File: src/rtl/delay_align_scheduler.sv
// Sweeps automatic bit alignment across delay_ctrl lanes, one lane at a time,
// retrying lanes with a narrow eye and reporting per-lane pass/fail status.
module delay_align_scheduler #(
    parameter int NUM_LINKS     = 8,
    parameter int MIN_EYE       = 4,
    parameter int MAX_RETRY     = 3,
    parameter int ARM_CYCLES    = 4,
    parameter int SETTLE_CYCLES = 1024,
    parameter int TIMEOUT_W     = 16
) (
    input  logic                   clk160,
    input  logic                   totalCounterResetb_manual,
    input  logic                   start,
    input  logic                   abort,
    input  logic [NUM_LINKS-1:0]   link_enable,
    input  logic [NUM_LINKS-1:0]   delay_ready,
    input  logic [6*NUM_LINKS-1:0] eye_width,
    output logic [NUM_LINKS-1:0]   delay_mode,
    output logic [6*NUM_LINKS-1:0] eye_width_latched,
    output logic [NUM_LINKS-1:0]   link_aligned,
    output logic [NUM_LINKS-1:0]   link_failed,
    output logic                   busy,
    output logic                   done
);

    function automatic int imax(input int a, input int b);
        return (a > b) ? a : b;
    endfunction

    localparam int IW  = $clog2(NUM_LINKS + 1);
    localparam int LW  = (NUM_LINKS > 1) ? $clog2(NUM_LINKS) : 1;
    localparam int TCW = imax(imax(TIMEOUT_W, 2),
                              imax($clog2(SETTLE_CYCLES + 1), $clog2(ARM_CYCLES + 1)));

    localparam logic [TCW-1:0] T_ARM  = TCW'(ARM_CYCLES - 1);
    localparam logic [TCW-1:0] T_SET  = TCW'(SETTLE_CYCLES - 1);
    localparam logic [TCW-1:0] T_LOCK = TCW'((2 ** TIMEOUT_W) - 2);
    localparam logic [TCW-1:0] T_REL  = TCW'(3);

    typedef enum logic [2:0] {
        S_IDLE, S_SELECT, S_ARM, S_WAIT, S_SETTLE, S_SAMPLE, S_RELEASE, S_DONE
    } state_t;

    state_t         state;
    logic [IW-1:0]  idx;
    logic [LW-1:0]  lane;
    logic [TCW-1:0] timer;
    logic [2:0]     retry;
    logic [1:0]     start_q;
    logic           pass;
    logic           rel_seen;

    logic                 start_edge;
    logic                 last_lane;
    logic                 cur_ready;
    logic                 cur_en;
    logic                 eye_ok;
    logic [5:0]           cur_eye;
    logic [NUM_LINKS-1:0] lane_hot;

    assign lane       = idx[LW-1:0];
    assign start_edge = start_q[0] & ~start_q[1];
    assign last_lane  = (idx == IW'(NUM_LINKS));
    assign eye_ok     = (cur_eye >= 6'(MIN_EYE));

    always_comb begin
        cur_ready = 1'b0;
        cur_en    = 1'b0;
        cur_eye   = '0;
        lane_hot  = '0;
        for (int i = 0; i < NUM_LINKS; i++) begin
            if (lane == LW'(i)) begin
                cur_ready   = delay_ready[i];
                cur_en      = link_enable[i];
                cur_eye     = eye_width[6*i +: 6];
                lane_hot[i] = 1'b1;
            end
        end
    end

    always_ff @(posedge clk160 or negedge totalCounterResetb_manual) begin
        if (!totalCounterResetb_manual) begin
            state             <= S_IDLE;
            idx               <= '0;
            timer             <= '0;
            retry             <= '0;
            start_q           <= '0;
            pass              <= 1'b0;
            rel_seen          <= 1'b0;
            delay_mode        <= '0;
            eye_width_latched <= '0;
            link_aligned      <= '0;
            link_failed       <= '0;
            busy              <= 1'b0;
            done              <= 1'b0;
        end else begin
            start_q <= {start_q[0], start};
            done    <= 1'b0;
            timer   <= timer + 1'b1;
            if (abort && state != S_IDLE && state != S_DONE) begin
                delay_mode <= '0;
                state      <= S_DONE;
                timer      <= '0;
            end else begin
                unique case (state)
                    S_IDLE: begin
                        if (start_edge && !abort) begin
                            link_aligned      <= '0;
                            link_failed       <= '0;
                            eye_width_latched <= '0;
                            idx               <= '0;
                            busy              <= 1'b1;
                            state             <= S_SELECT;
                            timer             <= '0;
                        end
                    end
                    S_SELECT: begin
                        timer <= '0;
                        if (last_lane) begin
                            state <= S_DONE;
                        end else if (!cur_en) begin
                            idx <= idx + 1'b1;
                        end else begin
                            retry      <= '0;
                            delay_mode <= lane_hot;
                            state      <= S_ARM;
                        end
                    end
                    // a stale ready from the previous run may still be high here
                    S_ARM: begin
                        if (timer == T_ARM) begin
                            state <= S_WAIT;
                            timer <= '0;
                        end
                    end
                    S_WAIT: begin
                        if (cur_ready) begin
                            state <= S_SETTLE;
                            timer <= '0;
                        end else if (timer == T_LOCK) begin
                            pass       <= 1'b0;
                            rel_seen   <= 1'b0;
                            delay_mode <= '0;
                            state      <= S_RELEASE;
                            timer      <= '0;
                        end
                    end
                    S_SETTLE: begin
                        if (timer == T_SET) begin
                            state <= S_SAMPLE;
                            timer <= '0;
                        end
                    end
                    S_SAMPLE: begin
                        for (int i = 0; i < NUM_LINKS; i++) begin
                            if (lane == LW'(i))
                                eye_width_latched[6*i +: 6] <= cur_eye;
                        end
                        pass       <= eye_ok;
                        rel_seen   <= 1'b0;
                        delay_mode <= '0;
                        state      <= S_RELEASE;
                        timer      <= '0;
                    end
                    // manual ready, then 4 cycles so the lane can finish PHASE2_END
                    S_RELEASE: begin
                        if (!rel_seen) begin
                            if (cur_ready) begin
                                rel_seen <= 1'b1;
                                timer    <= '0;
                            end else if (timer == T_LOCK) begin
                                link_failed[lane] <= 1'b1;
                                idx               <= idx + 1'b1;
                                state             <= S_SELECT;
                                timer             <= '0;
                            end
                        end else if (timer == T_REL) begin
                            timer <= '0;
                            if (pass) begin
                                link_aligned[lane] <= 1'b1;
                                idx                <= idx + 1'b1;
                                state              <= S_SELECT;
                            end else if (retry < 3'(MAX_RETRY)) begin
                                retry      <= retry + 1'b1;
                                delay_mode <= lane_hot;
                                state      <= S_ARM;
                            end else begin
                                link_failed[lane] <= 1'b1;
                                idx               <= idx + 1'b1;
                                state             <= S_SELECT;
                            end
                        end
                    end
                    S_DONE: begin
                        busy  <= 1'b0;
                        done  <= 1'b1;
                        state <= S_IDLE;
                        timer <= '0;
                    end
                    default: state <= S_IDLE;
                endcase
            end
        end
    end

endmodule

File: config.mk
export PLATFORM = sky130hd
export DESIGN_NAME = delay_align_scheduler
export DESIGN_NICKNAME = d
export VERILOG_FILES = /design/src/rtl/delay_align_scheduler.sv
export SDC_FILE = /design/constraint.sdc
export NUM_CORES = 1
export LEC_CHECK = 0
export ABC_AREA = 1
export CORE_ASPECT_RATIO = 1.4
export CORE_MARGIN = 3
export CORE_UTILIZATION = 51
export DETAILED_ROUTE_END_ITERATION = 16
export GPL_TIMING_DRIVEN = 0
export HOLD_SLACK_MARGIN = 0.05
export MAX_ROUTING_LAYER = met4
export PLACE_DENSITY = 0.87
export SLEW_MARGIN = 20
export SYNTH_ARGS = -nofsm -noshare
export SYNTH_HDL_FRONTEND = slang
export SYNTH_SLANG_ARGS = --single-unit
export TNS_END_PERCENT = 20
File: constraint.sdc
create_clock -name clk160 -period 3.1 [get_ports clk160]
set_input_delay 0.62 -clock clk160 [delete_from_list [all_inputs] [get_ports clk160]]
set_output_delay 0.62 -clock clk160 [all_outputs]
set_load 0.1 [all_outputs]
After elaboration in Yosys (flattened, before gate mapping)

Index checks and enable logic that the tools add are counted.

Flip-flop bits (word level): 104
Latch bits: 0
Memory bits (writable): 0
Memory bits (read-only): 0
Output and inout bits: 74
Logic and storage cells: 242
Memories kept: 0

Add/sub/neg operators: 3
Multipliers: 0
Div/mod/pow operators: 0
Order comparisons: 4
Equality and inequality tests: 60
Shift operators: 0
Muxes and demuxes: 116
Bitwise logic cells: 5
Reductions and logical operators: 34

Operator list:

| cell                                             | number |
|---|---|
| two-way mux 8 bit                                | 19 |
| two-way mux 16 bit                               | 7 |
| two-way mux 6 bit                                | 16 |
| one-hot mux 16 bit (6 select lines)              | 1 |
| one-hot mux 48 bit (2 select lines)              | 1 |
| two-way mux 3 bit                                | 18 |
| != test 3 bit (second input constant)            | 17 |
| two-way mux 48 bit                               | 1 |
| AND reduction 4 bit                              | 10 |
| != test 2 bit (second input constant)            | 19 |
| two-way mux 4 bit                                | 9 |
| two-way mux 1 bit                                | 32 |
| one-hot mux 8 bit (2 select lines)               | 2 |
| one-hot mux 8 bit (4 select lines)               | 1 |
| == test 3 bit (second input constant)            | 8 |
| != test 4 bit (second input constant)            | 6 |
| one-hot mux 3 bit (8 select lines)               | 1 |
| AND reduction 8 bit                              | 3 |
| AND reduction 9 bit                              | 2 |
| adder 16 x 1 -> 16 bit (second input constant)   | 1 |
| == test 16 x 10 -> 1 bit (second input constant) | 1 |
| == test 16 bit (second input constant)           | 1 |
| == test 16 x 2 -> 1 bit (second input constant)  | 1 |
| OR 8 bit                                         | 2 |
| other kinds (26)                                 | 43 |

Longest topological paths before layout

Depth in word-level cells: 13
Mapped depth: 20
Mapped depth without buffers: 19

Worst setup path before layout

No wires, ideal clock.

Path type: register to register
From: register idx[0]
To: register state[2]
Setup time: 117 ps
Arrival: 2,112 ps
Required time: 2,983 ps
Setup slack: 871 ps
Cell stages (with the launch flop): 21
Buffers on the path: 2
Path through: dfrtp_1 -> ha_1 -> ha_1 -> buf_2 -> inv_2 -> nand2_1 -> inv_1 -> nand2_1 -> nand2_1 -> nand2_1 -> nand2_1 -> nand2_1 -> nand2_1 -> buf_2 -> nand2_2 -> nand2_1 -> nor2_1 -> nand2_1 -> nand2_1 -> nand2_1 -> nand2_1

Word-level cells in the longest chain between the ends: 12
Elaborated cells between the ends (all ways): 33
Classes of those cells: 11 x eq/ne; 20 x mux; 2 x reduce/logical

Ends and longest elaborated chain:

| item                               | line | RTL |
|---|---|---|
| start: declaration                 | 45   | `logic [IW-1:0] idx;` |
| start signal: assignment           | 122  | `idx <= idx + 1'b1;` |
| start signal: assignment           | 173  | `idx <= idx + 1'b1;` |
| start signal: assignment           | 181  | `idx <= idx + 1'b1;` |
| logical NOT 3 bit                  | 72   | `if (lane == LW'(i)) begin` |
| two-way mux 1 bit (8 in series)    | 72   |  |
| two-way mux 3 bit                  | 137  | `if (cur_ready) begin` |
| one-hot mux 3 bit (8 select lines) | 105  | `unique case (state)` |
| two-way mux 3 bit                  | 100  | `if (abort && state != S_IDLE && state != S_DONE) begin` |
| end signal: assignment             | 102  | `state <= S_DONE;` |
| end signal: assignment             | 138  | `state <= S_SETTLE;` |
| end signal: assignment             | 144  | `state <= S_RELEASE;` |
| end: declaration                   | 44   | `state_t state;` |

Several ways; a longest one is shown, not always the timed one.
A chain may end at the register's enable or synchronous reset.

Final worst setup path

From: register idx[0]
To: register delay_mode[4]

Word-level cells in the longest chain between the ends: 11
Elaborated cells between the ends (all ways): 38
Classes of those cells: 11 x eq/ne; 25 x mux; 2 x reduce/logical

Ends and longest elaborated chain:

| item                            | line | RTL |
|---|---|---|
| logical NOT 3 bit               | 72   |  |
| two-way mux 1 bit (8 in series) | 72   |  |
| != test 3 bit (no line)         | n/a  |  |
| AND reduction 9 bit (no line)   | n/a  |  |
| end signal: assignment          | 125  | `delay_mode <= lane_hot;` |
| end signal: assignment          | 185  | `delay_mode <= lane_hot;` |
| end: declaration                | 18   | `output logic [NUM_LINKS-1:0] delay_mode,` |

Several ways; a longest one is shown, not always the timed one. The select of a mux whose other input is x is not followed.

==> impl_metrics.tcl <==
set metrics [dict create \
    cts_tree "built" \
    internal-power_uw 3870 \
    slew_violations 0 \
    hold_viol 0 \
    cts_made_buffers 9 \
    sw_frac_of_total_pct 59.4 \
    htree_levels 3 \
    cp_data_required_time_ns 3.33 \
    fin_worst_skew_ns 0.0131 \
    crit_arrival_ns 3.07 \
    fin_crit_ns 2.84 \
    antenna_found_initial 0 \
    cp.buffers_inverters 4 \
    portBuffers 141 \
    startpoint "idx[0]" \
    syn_nets 1001 \
    cts.sinks 104 \
    wl_per_cell_um 15.4 \
    num_vias 6538 \
    ctsRootBufferMaster "clkbuf_16" \
    power_density_mw_per_mm2 1150 \
    drtIter0Drc 530 \
    worst_pin_slew_ns 1.05 \
    syn_area_sq_mm 0.00636 \
    crit_path_max_incr_delay_ns 0.53 \
    cts_setup_buffers 0 \
    diodes 0 \
    max_freq_ghz 0.352 \
    period_share_pct 91.7 \
    core-area_sq_mm 0.0120 \
    fp.dieArea_sq_mm 0.0139 \
    hpwl_um 14100 \
    worst_skew_pair.late_latency_ns 0.36 \
    grt_max_degree 68 \
    cts_hold_buf 0 \
    ant_nets 0 \
    crit_type "reg2reg" \
    crit_chain "ha_1, ha_1, buf_2, inv_2, nand2_1, inv_1, nand2_1, nand2_1, nand2_1, nand2_1, nand2_1, nand2_1, buf_2, a21oi_1, nand2_1, nand3_1, o21ai_1" \
    globalplace.congestion 0.923 \
    clock_path_buffers 2 \
    rows 47 \
    ys_seq_elements 104 \
    yosysWarnings 0 \
    crit_path_frequent_cell "nand2_1" \
    first_pass_iters 9 \
    cts_resized 0 \
    crit_family "simple AND/OR/NAND/NOR gates" \
    drive_gt1_share_pct 7.86 \
    p_comb_share_pct 65.7 \
    synth_seq_area_share_pct 40.9 \
    status "finished clean" \
    wirelength_um 19000 \
    critPathSlowestCell "dfrtp_1" \
    instances_no_fill 1229 \
    clkTransAtPathRegs_ns 0.08 \
    syn_inst 924 \
    slew_headroom_pct 30.1 \
    grt_overflow 0 \
    fin_util_pct 69.2 \
    p_sw_uw 5650 \
    cp_max_fo 10 \
    clkPwrFrac_pct 12.1 \
    ir_drop_uv 1040 \
    yosysUniqueCellTypes 37 \
    post-place-cells 1213 \
    power_frac_seq_pct 22.2 \
    mostFrequentLayoutCell "nand2_1" \
    initial_core_util_pct 53.0 \
    start_kind "register" \
    power_leakage_uw 0.00423 \
    syn_avg_cell_area_sq_um 6.88 \
    worstReg2RegStart "idx[0]" \
    fin_nets 1154 \
    grt_pass1_wl_um 30700 \
    grt_use_total_pct 28.3 \
    hold_path.class "in2async" \
    drc 0 \
    grt_setup_unrepaired "no" \
    routed_via_density 5.32 \
    die_x_um 100 \
    maxCapViolations 0 \
    cp-end-kind "register" \
    io_pins 142 \
    die_height_um 138 \
    layout_common_cells "374 x nand2_1, 140 x clkdlybuf4s50_1, 104 x dfrtp_1, 87 x inv_1, 77 x nand3_1" \
    area_delta_synth_final_pct 30.6 \
    grt_pass1_vias 6148 \
    setup_violations 0 \
]
## area by class of cell
class,instances,area [sq um]
plain buffers,25,130
clock buffers,9,225
clock inverters,7,76.3
fillers,1008,3700
inverters,97,364
multi-input cells,698,3280
flip-flops and latches,104,2600
well taps,147,184
repair buffers,142,1440
## registers in the layout, indices dropped and copies added (netlist names)
name / flops
timer: 16
done: 1
state: 3
idx: 4
link_failed: 8
retry: 3
eye_width_latched: 48
pass: 1
start_q: 2
delay_mode: 8
rel_seen: 1
link_aligned: 8
busy: 1
## worst reg2reg max path, cell delays in order, from the launching register on
cell and delay (ns):
dfrtp_1 0.53, ha_1 0.24, ha_1 0.15, buf_2 0.24, inv_2 0.17, nand2_1 0.10
inv_1 0.04, nand2_1 0.05, nand2_1 0.04, nand2_1 0.05, nand2_1 0.05, nand2_1 0.10
nand2_1 0.07, buf_2 0.19, a21oi_1 0.21, nand2_1 0.25, nand3_1 0.16, o21ai_1 0.08
## logic make-up (layout without fill, tap and decap cells)
kind of cell    after synthesis  count (layout)  synth area share, %
simple gates                572             572                 38.3
fa+ha+maj                     9               9                 1.77
compound gates              107             107                 9.86
flops                       104             104                 40.9
xor+xnor                     10              10                 1.38
buf+inv                     122             280                 7.78
## Yosys cell counts
cell type  number  area share, %
dfrtp_1       104             41
ha_1            9            1.8
nor3_4          3           0.77
nor2_2          3           0.30
nand4_1        10           0.98
o22ai_1         1          0.098
inv_1          87            5.1
a31oi_1         9           0.89
or2_2          11            1.1
a21oi_1        16            1.3
o21ai_2        16            2.2
inv_2           8           0.47
buf_1           1          0.059
buf_2          11           0.87
a22oi_1         2           0.24
o211ai_1        2           0.24
clkinv_1        2           0.12
nor2_1         67            4.0
o2111ai_1       1           0.14
nor2_4          1           0.18
nand3b_1        3           0.35
and2_1          1          0.098
nor3b_2         1           0.20
nor3b_4         1           0.30
buf_4           2           0.24
o21ai_0        50            3.9
o21ai_1         8           0.63
xor2_1         10            1.4
buf_6           2           0.35
clkbuf_1        9           0.53
nor3b_1         1           0.12
nand4_2         2           0.39
o21a_1          2           0.24
nand2_1       374             22
nand3_1        77            6.1
nor3_1         14            1.1
nand2_2         3           0.30
## power groups by stage
stage                     Combinational (uW)  Clock (uW)  Sequential [uW]
after global placement                  6110           0             2110
after global routing                    6660        1220             2170
after floorplan                         2130           0             4590
after detailed placement                6190           0             2120
after CTS                               6210        1160             2110
final                                   6250        1150             2110
## stage by stage
stage	hold slack, ns	power, uW	TNS [ns]	cell area [sq um]	setup slack (ns)
after detailed placement	0.377	8310	0	7980	0.0461
after global routing	0.166	10000	0	8300	0.0168
after global placement	0.358	8220	-268.11	7950	-2.59
after CTS	0.159	9480	0	8280	0.0163
final	0.142	9520	0	8300	0.258
after floorplan	0.324	6730	0	6360	0.871
## worst paths after layout
| check | end | cells after the start | slack, ns |
|---|---|---|---|
| max | delay_mode[4] | 17 | 0.26 |
| min | timer[6] | 1 | 0.14 |
| max reg2reg | delay_mode[4] | 17 | 0.26 |
| min reg2reg | start_q[1] | 0 | 0.39 |
| max in group asynchronous | eye_width_latched[10] | 2 | 2.29 |
| min in group clk160 | start_q[1] | 0 | 0.39 |
## per-layer routing
metal	wire (um)	track usage (%)
met2	9720	47.2
met5	0	-
met1	7680	35.1
met3	1070	4.03
met4	516	9.30
Note: power is estimated with default switching activity, not from simulation.
